### config.mk
export PLATFORM = sky130hd
export DESIGN_NAME = stage_mem
export DESIGN_NICKNAME = d
export VERILOG_FILES = /design/src/rtl/stage_mem_pkg.sv /design/src/rtl/load_align.sv /design/src/rtl/stage_mem.sv
export SDC_FILE = /design/constraint.sdc
export NUM_CORES = 1
export LEC_CHECK = 0
export ABC_CLOCK_PERIOD_IN_PS = 8100
export BUFFER_PORTS_ARGS = -buffer_cell sky130_fd_sc_hd__buf_4
export CAP_MARGIN = 20
export CORE_MARGIN = 4
export CORE_UTILIZATION = 53
export CTS_CLUSTER_SIZE = 10
export DETAILED_ROUTE_END_ITERATION = 8
export PLACE_DENSITY = 0.87
export SETUP_SLACK_MARGIN = 0.4
export SLEW_MARGIN = 10
export SYNTH_ARGS = -nofsm -noshare
export SYNTH_HDL_FRONTEND = slang
export SYNTH_HIERARCHICAL = 1
export SYNTH_SLANG_ARGS = --single-unit
export TNS_END_PERCENT = 20
### constraint.sdc
create_clock -name clk -period 8.1 [get_ports clk]
set_clock_uncertainty 0.05 [all_clocks]
set_input_delay 1.62 -clock clk [delete_from_list [all_inputs] [get_ports clk]]
set_output_delay 1.62 -clock clk [all_outputs]
set_load 0.05 [all_outputs]
### src/rtl/stage_mem_pkg.sv
// Shared encodings for the MEM stage: funct3 access sizes, writeback selects,
// FSM states and the misalignment helper.
package stage_mem_pkg;

    localparam logic [2:0] F3_B  = 3'b000;
    localparam logic [2:0] F3_H  = 3'b001;
    localparam logic [2:0] F3_W  = 3'b010;
    localparam logic [2:0] F3_BU = 3'b100;
    localparam logic [2:0] F3_HU = 3'b101;

    localparam logic [1:0] WB_ALU = 2'b00;
    localparam logic [1:0] WB_MEM = 2'b01;
    localparam logic [1:0] WB_PC4 = 2'b10;

    typedef enum logic {
        ST_IDLE = 1'b0,
        ST_WAIT = 1'b1
    } mem_state_e;

    // funct3[1:0] carries the access size for both loads and stores
    function automatic logic is_misaligned(input logic [2:0] f3, input logic [1:0] off);
        case (f3[1:0])
            2'b01:   return off[0];
            2'b10:   return (off != 2'b00);
            default: return 1'b0;
        endcase
    endfunction

endpackage

### src/rtl/load_align.sv
// Picks the addressed byte/half lane out of a read word and extends it.
module load_align
    import stage_mem_pkg::*;
#(
    parameter int XLEN = 32
) (
    input  logic [2:0]      i_funct3,
    input  logic [1:0]      i_off,
    input  logic [XLEN-1:0] i_rdata,
    output logic [XLEN-1:0] o_data
);

    logic [7:0]  w_byte;
    logic [15:0] w_half;

    assign w_byte = i_rdata[{i_off, 3'b000} +: 8];
    assign w_half = i_off[1] ? i_rdata[31:16] : i_rdata[15:0];

    always_comb begin
        o_data = i_rdata;
        case (i_funct3)
            F3_B:    o_data = {{(XLEN-8){w_byte[7]}}, w_byte};
            F3_BU:   o_data = {{(XLEN-8){1'b0}}, w_byte};
            F3_H:    o_data = {{(XLEN-16){w_half[15]}}, w_half};
            F3_HU:   o_data = {{(XLEN-16){1'b0}}, w_half};
            default: o_data = i_rdata;
        endcase
    end

endmodule

### src/rtl/stage_mem.sv
// MEM pipeline stage: data-memory handshake with wait-state stall, store lane
// steering, load alignment and the MEM->WB register. MISALIGN_TRAP_EN enables
// trapping of misaligned halfword/word accesses.
module stage_mem
    import stage_mem_pkg::*;
#(
    parameter int XLEN = 32
) (
    input  logic            clk,
    input  logic            rst,
    input  logic [XLEN-1:0] alu_res_fromEX,
    input  logic [XLEN-1:0] rs2_fromEX,
    input  logic [XLEN-1:0] pc4_fromEX,
    input  logic [4:0]      rd_idx_fromEX,
    input  logic            reg_wr_fromEX,
    input  logic            mem_rd_fromEX,
    input  logic            mem_wr_fromEX,
    input  logic [2:0]      funct3_fromEX,
    input  logic [1:0]      wb_sel_fromEX,
    output logic            dm_req,
    output logic            dm_we,
    output logic [XLEN-1:0] dm_addr,
    output logic [3:0]      dm_wstrb,
    output logic [XLEN-1:0] dm_wdata,
    input  logic            dm_ack,
    input  logic [XLEN-1:0] dm_rdata,
    output logic            stall_mem,
    output logic [XLEN-1:0] rd_fwd_toEX,
    output logic [4:0]      rd_idx_toWB,
    output logic            reg_wr_toWB,
    output logic [XLEN-1:0] wb_data_toWB,
    output logic            misalign_trap
);

    mem_state_e      r_state;
    logic [XLEN-1:0] r_addr;
    logic            r_we;
    logic [3:0]      r_wstrb;
    logic [XLEN-1:0] r_wdata;
    logic [4:0]      r_rd_idx;
    logic            r_reg_wr;
    logic [XLEN-1:0] r_wb_data;
    logic            r_trap;

    logic            w_access;
    logic            w_store;
    logic            w_mis;
    logic            w_go;
    logic [XLEN-1:0] w_addr;
    logic [3:0]      w_wstrb;
    logic [XLEN-1:0] w_wdata;
    logic [XLEN-1:0] w_load_data;
    logic [XLEN-1:0] w_wb_data;
    logic            w_stall;

    assign w_access = mem_rd_fromEX | mem_wr_fromEX;
    assign w_store  = mem_wr_fromEX;
    assign w_addr   = {alu_res_fromEX[XLEN-1:2], 2'b00};

`ifdef MISALIGN_TRAP_EN
    assign w_mis = w_access & is_misaligned(funct3_fromEX, alu_res_fromEX[1:0]);
`else
    assign w_mis = 1'b0;
`endif

    assign w_go = w_access & ~w_mis;

    always_comb begin
        w_wstrb = 4'b1111;
        w_wdata = rs2_fromEX;
        case (funct3_fromEX[1:0])
            2'b00: begin
                w_wstrb = 4'b0001 << alu_res_fromEX[1:0];
                w_wdata = {(XLEN/8){rs2_fromEX[7:0]}};
            end
            2'b01: begin
                w_wstrb = 4'b0011 << {alu_res_fromEX[1], 1'b0};
                w_wdata = {(XLEN/16){rs2_fromEX[15:0]}};
            end
            default: begin
                w_wstrb = 4'b1111;
                w_wdata = rs2_fromEX;
            end
        endcase
    end

    // WAIT drives the captured request so the bus stays stable until ack
    always_comb begin
        dm_req   = 1'b0;
        dm_we    = w_store;
        dm_addr  = w_addr;
        dm_wstrb = w_store ? w_wstrb : 4'b0000;
        dm_wdata = w_wdata;
        w_stall  = 1'b0;
        if (!rst) begin
            if (r_state == ST_WAIT) begin
                dm_req   = 1'b1;
                dm_we    = r_we;
                dm_addr  = r_addr;
                dm_wstrb = r_wstrb;
                dm_wdata = r_wdata;
                w_stall  = ~dm_ack;
            end else if (w_go) begin
                dm_req  = 1'b1;
                w_stall = ~dm_ack;
            end
        end
    end

    always_ff @(posedge clk or posedge rst) begin
        if (rst) begin
            r_state <= ST_IDLE;
            r_addr  <= '0;
            r_we    <= 1'b0;
            r_wstrb <= 4'b0000;
            r_wdata <= '0;
        end else begin
            case (r_state)
                ST_IDLE: if (w_go && !dm_ack) begin
                    r_state <= ST_WAIT;
                    r_addr  <= w_addr;
                    r_we    <= w_store;
                    r_wstrb <= w_store ? w_wstrb : 4'b0000;
                    r_wdata <= w_wdata;
                end
                ST_WAIT: if (dm_ack) r_state <= ST_IDLE;
                default: r_state <= ST_IDLE;
            endcase
        end
    end

    load_align #(.XLEN(XLEN)) u_load_align (
        .i_funct3 (funct3_fromEX),
        .i_off    (alu_res_fromEX[1:0]),
        .i_rdata  (dm_rdata),
        .o_data   (w_load_data)
    );

    always_comb begin
        case (wb_sel_fromEX)
            WB_MEM:  w_wb_data = w_load_data;
            WB_PC4:  w_wb_data = pc4_fromEX;
            default: w_wb_data = alu_res_fromEX;
        endcase
    end

    // Load data only exists at the end of MEM, so it is never a forward source
    assign rd_fwd_toEX = (wb_sel_fromEX == WB_PC4) ? pc4_fromEX : alu_res_fromEX;

    always_ff @(posedge clk or posedge rst) begin
        if (rst) begin
            r_rd_idx  <= 5'd0;
            r_reg_wr  <= 1'b0;
            r_wb_data <= '0;
            r_trap    <= 1'b0;
        end else begin
            r_trap <= w_mis;
            if (w_stall) begin
                r_reg_wr <= 1'b0;
            end else begin
                r_rd_idx  <= rd_idx_fromEX;
                r_reg_wr  <= reg_wr_fromEX & ~w_mis;
                r_wb_data <= w_wb_data;
            end
        end
    end

    assign stall_mem     = w_stall;
    assign rd_idx_toWB   = r_rd_idx;
    assign reg_wr_toWB   = r_reg_wr;
    assign wb_data_toWB  = r_wb_data;
    assign misalign_trap = r_trap;

endmodule

==> results.sh <==
export IMPL_worst_hold_slack_ps=458.9
export IMPL_synth_area_um2=7044
export IMPL_drt_first_pass_iters=6
export IMPL_cp_arrival_ps=3380
export IMPL_internal_power_uw=1130
export IMPL_place_hpwl_um=17010
export IMPL_setup_violations_final=0
export IMPL_place_gp_congestion=0.9050
export IMPL_path_delay_family="buffers and inverters"
export IMPL_synth_async_reset_ratio_pct=100.0
export IMPL_r2r_slack_ps=5590
export IMPL_core_region_area_um2=12820
export IMPL_die_w_um=123.3
export IMPL_critPathKind="in -> out"
export IMPL_syn_inst=740
export IMPL_hold_path_class="reg -> reg"
export IMPL_drive_gt1_share_pct=46.59
export IMPL_track_usage_pct=30.49
export IMPL_cp_data_required_time_ps=6430
export IMPL_overflow=0
export IMPL_critPathCaptureType="output port"
export IMPL_p_comb_share_pct=42.0
export IMPL_clk_latency_ps=350
export IMPL_synth_ff_type="dfrtp_1"
export IMPL_synthTopCellsByArea="dfrtp_1 38%, mux2_2 17%, nand2_1 8.7%"
export IMPL_fmax_ghz=0.1981
export IMPL_drt_iter0_drc=528
export IMPL_clock_sinks=106
export IMPL_slew_headroom_pct=31.13
export IMPL_drtAntennaViolNets=0
export IMPL_critPathSlowestCell="buf_4"
export IMPL_die_h_um=123.3
export IMPL_layout_nets=1124
export IMPL_area_growth_pct=33.69
export IMPL_antenna_found_initial=0
export IMPL_power_density_nw_per_um2=200.6
export IMPL_wirelength_um=23580
export IMPL_clk_pin_slew_ps=70
export IMPL_grt_max_degree=79
export IMPL_ctsHoldBuffers=0
export IMPL_portBuffers=282
export IMPL_period_share_pct=62.32
export IMPL_netlist_area_leader_share_pct=37.66
export IMPL_crit_top_cell="buf_4"
export IMPL_ys_ff_latch=106
export IMPL_pwr_share_seq_pct=35.1
export IMPL_synthDistinctLibCells=42
export IMPL_num_vias=6760
export IMPL_finalHoldViolations=0
export IMPL_yosysSeqAreaShare_pct=37.66
export IMPL_htree_levels=3
export IMPL_fin_crit_ps=5048
export IMPL_peakVddDrop_mv=0.1209
export IMPL_die_area_um2=15200
export IMPL_p_clk_share_pct=22.9
export IMPL_grt_pass1_wl_um=35800
export IMPL_final_cell_mix="288 x buf_4, 164 x nand2_1, 107 x mux2_2, 106 x dfrtp_1, 85 x o21ai_0"
export IMPL_grt_pass1_vias=6481
export IMPL_yosysWarnings=6
export IMPL_start_util_pct=54.93
export IMPL_cts_buffer_depth=2
export IMPL_maxCapViolations=0
export IMPL_outcome="finished, final reports clean"
export IMPL_final_common_cell="buf_4"
export IMPL_antennaDiodeCount=0
export IMPL_path_buf_inv=4
export IMPL_drc=0
export IMPL_drv_slew=0
export IMPL_cts_buffers=9
export IMPL_synth_largest_area_cell="dfrtp_1"
export IMPL_switching_share_pct=40.17
export IMPL_synth_area_per_cell_um2=9.519
export IMPL_tritoncts="built"
export IMPL_grt_setup_unrepaired="false"
export IMPL_p_switching_uw=758.9
export IMPL_critPathMaxFanout=47
export IMPL_drt_vias_per_instance=5.853
export IMPL_rows=41
export IMPL_io_pins=286
export IMPL_critPathMaxStageDelay_ps=540
export IMPL_tightest_slew_ps=1027
export IMPL_startpoint_type="input pin"
export IMPL_cts_setup_buffers=0
export IMPL_wl_per_cell_um=20.42
export IMPL_cts_repair_resized=0
export IMPL_leakagePower_uw=0.004591
export IMPL_synth_edff_count=0
export IMPL_fin_setup_tns_ps=0
export IMPL_worstPathCellList="buf_4 -> inv_1 -> ha_2 -> buf_4 -> mux2_2 -> buf_4"
export IMPL_root_buffer="clkbuf_16"
## worst reg2reg max path, delay by kind of cell (launching register included)
family / cells / cell delay [ps]
flops: 1 / 420
simple gates: 2 / 1440
mux: 1 / 480
## cell families after synthesis
logic type / count (synthesis) / synth area share (%)
compound gates: 190 / 18.61
other cells: 1 / 0.05323
fa+ha+maj: 2 / 0.3552
simple gates: 212 / 12.31
flops: 106 / 37.66
buf+inv: 72 / 5.382
mux: 157 / 25.63
## registers in the layout, indices dropped and copies added (netlist names)
| signal | cells |
|---|---|
| r_addr | 30 |
| wb_data_toWB | 32 |
| r_we | 1 |
| rd_idx_toWB | 5 |
| r_wstrb | 4 |
| r_wdata | 32 |
| reg_wr_toWB | 1 |
| r_state | 1 |
## synthesized netlist by cell type (all sizes together), types with 3 or more instances
cell / number
o221ai: 5
buf: 24
a221o: 6
clkbuf: 40
dfrtp: 106
mux2i: 30
o21ai: 86
mux2: 127
a2bb2oi: 20
nor3: 3
a22oi: 32
nand2: 164
inv: 7
o31ai: 4
o21a: 4
a21oi: 27
nor2: 23
nor2b: 12
## worst paths after layout
path,from,endpoint,cells after the start
max,wb_sel_fromEX[0],rd_fwd_toEX[22],6
min,r_wdata[25],r_wdata[25],1
max reg2reg,r_state,r_addr[14],3
min reg2reg,r_wdata[25],r_wdata[25],1
max in group asynchronous,rst,r_wdata[12],3
min in group asynchronous,rst,r_state,2
## through the flow
stage	total power, µW	std cells	instance area [µm²]	setup slack (ps)	util [%]
6_report	1889	1155	9418	3052	73.43
5_1_grt	1970	1155	9418	2983	73.43
4_1_cts	1894	1155	9418	3083	73.43
3_5_place_dp	1459	1139	9129	3089	71.18
3_3_place_gp	1441	1138	9101	3111	70.97
2_1_floorplan	1204	742	7052	2914	-
## layout make-up
cell class / instances / area (µm²)
Multi-Input combinational cell: 564 / 4039
Inverter: 8 / 32.53
Fill cell: 958 / 3407
Clock buffer: 10 / 239.0
Timing Repair Buffer: 289 / 2190
Clock inverter: 6 / 50.05
Sequential cell: 106 / 2653
Tap cell: 172 / 215.2
## power by group through the flow
stage	Clock [µW]	Combinational, µW	Sequential, µW
final	433	793	663
after floorplan	0	453	751
after global routing	462	837	671
after detailed placement	0	790	669
after global placement	0	777	664
after CTS	441	792	661
## layer usage
layer	up-vias	share of wire (%)	GRT usage (%)
met2	345	50	53.11
met5	-	0	0
met4	0	2.4	9.827
li1	3089	-	-
met1	3286	38	37.12
met3	40	9.2	7.457
No activity file was read; power rests on OpenSTA's default activity.
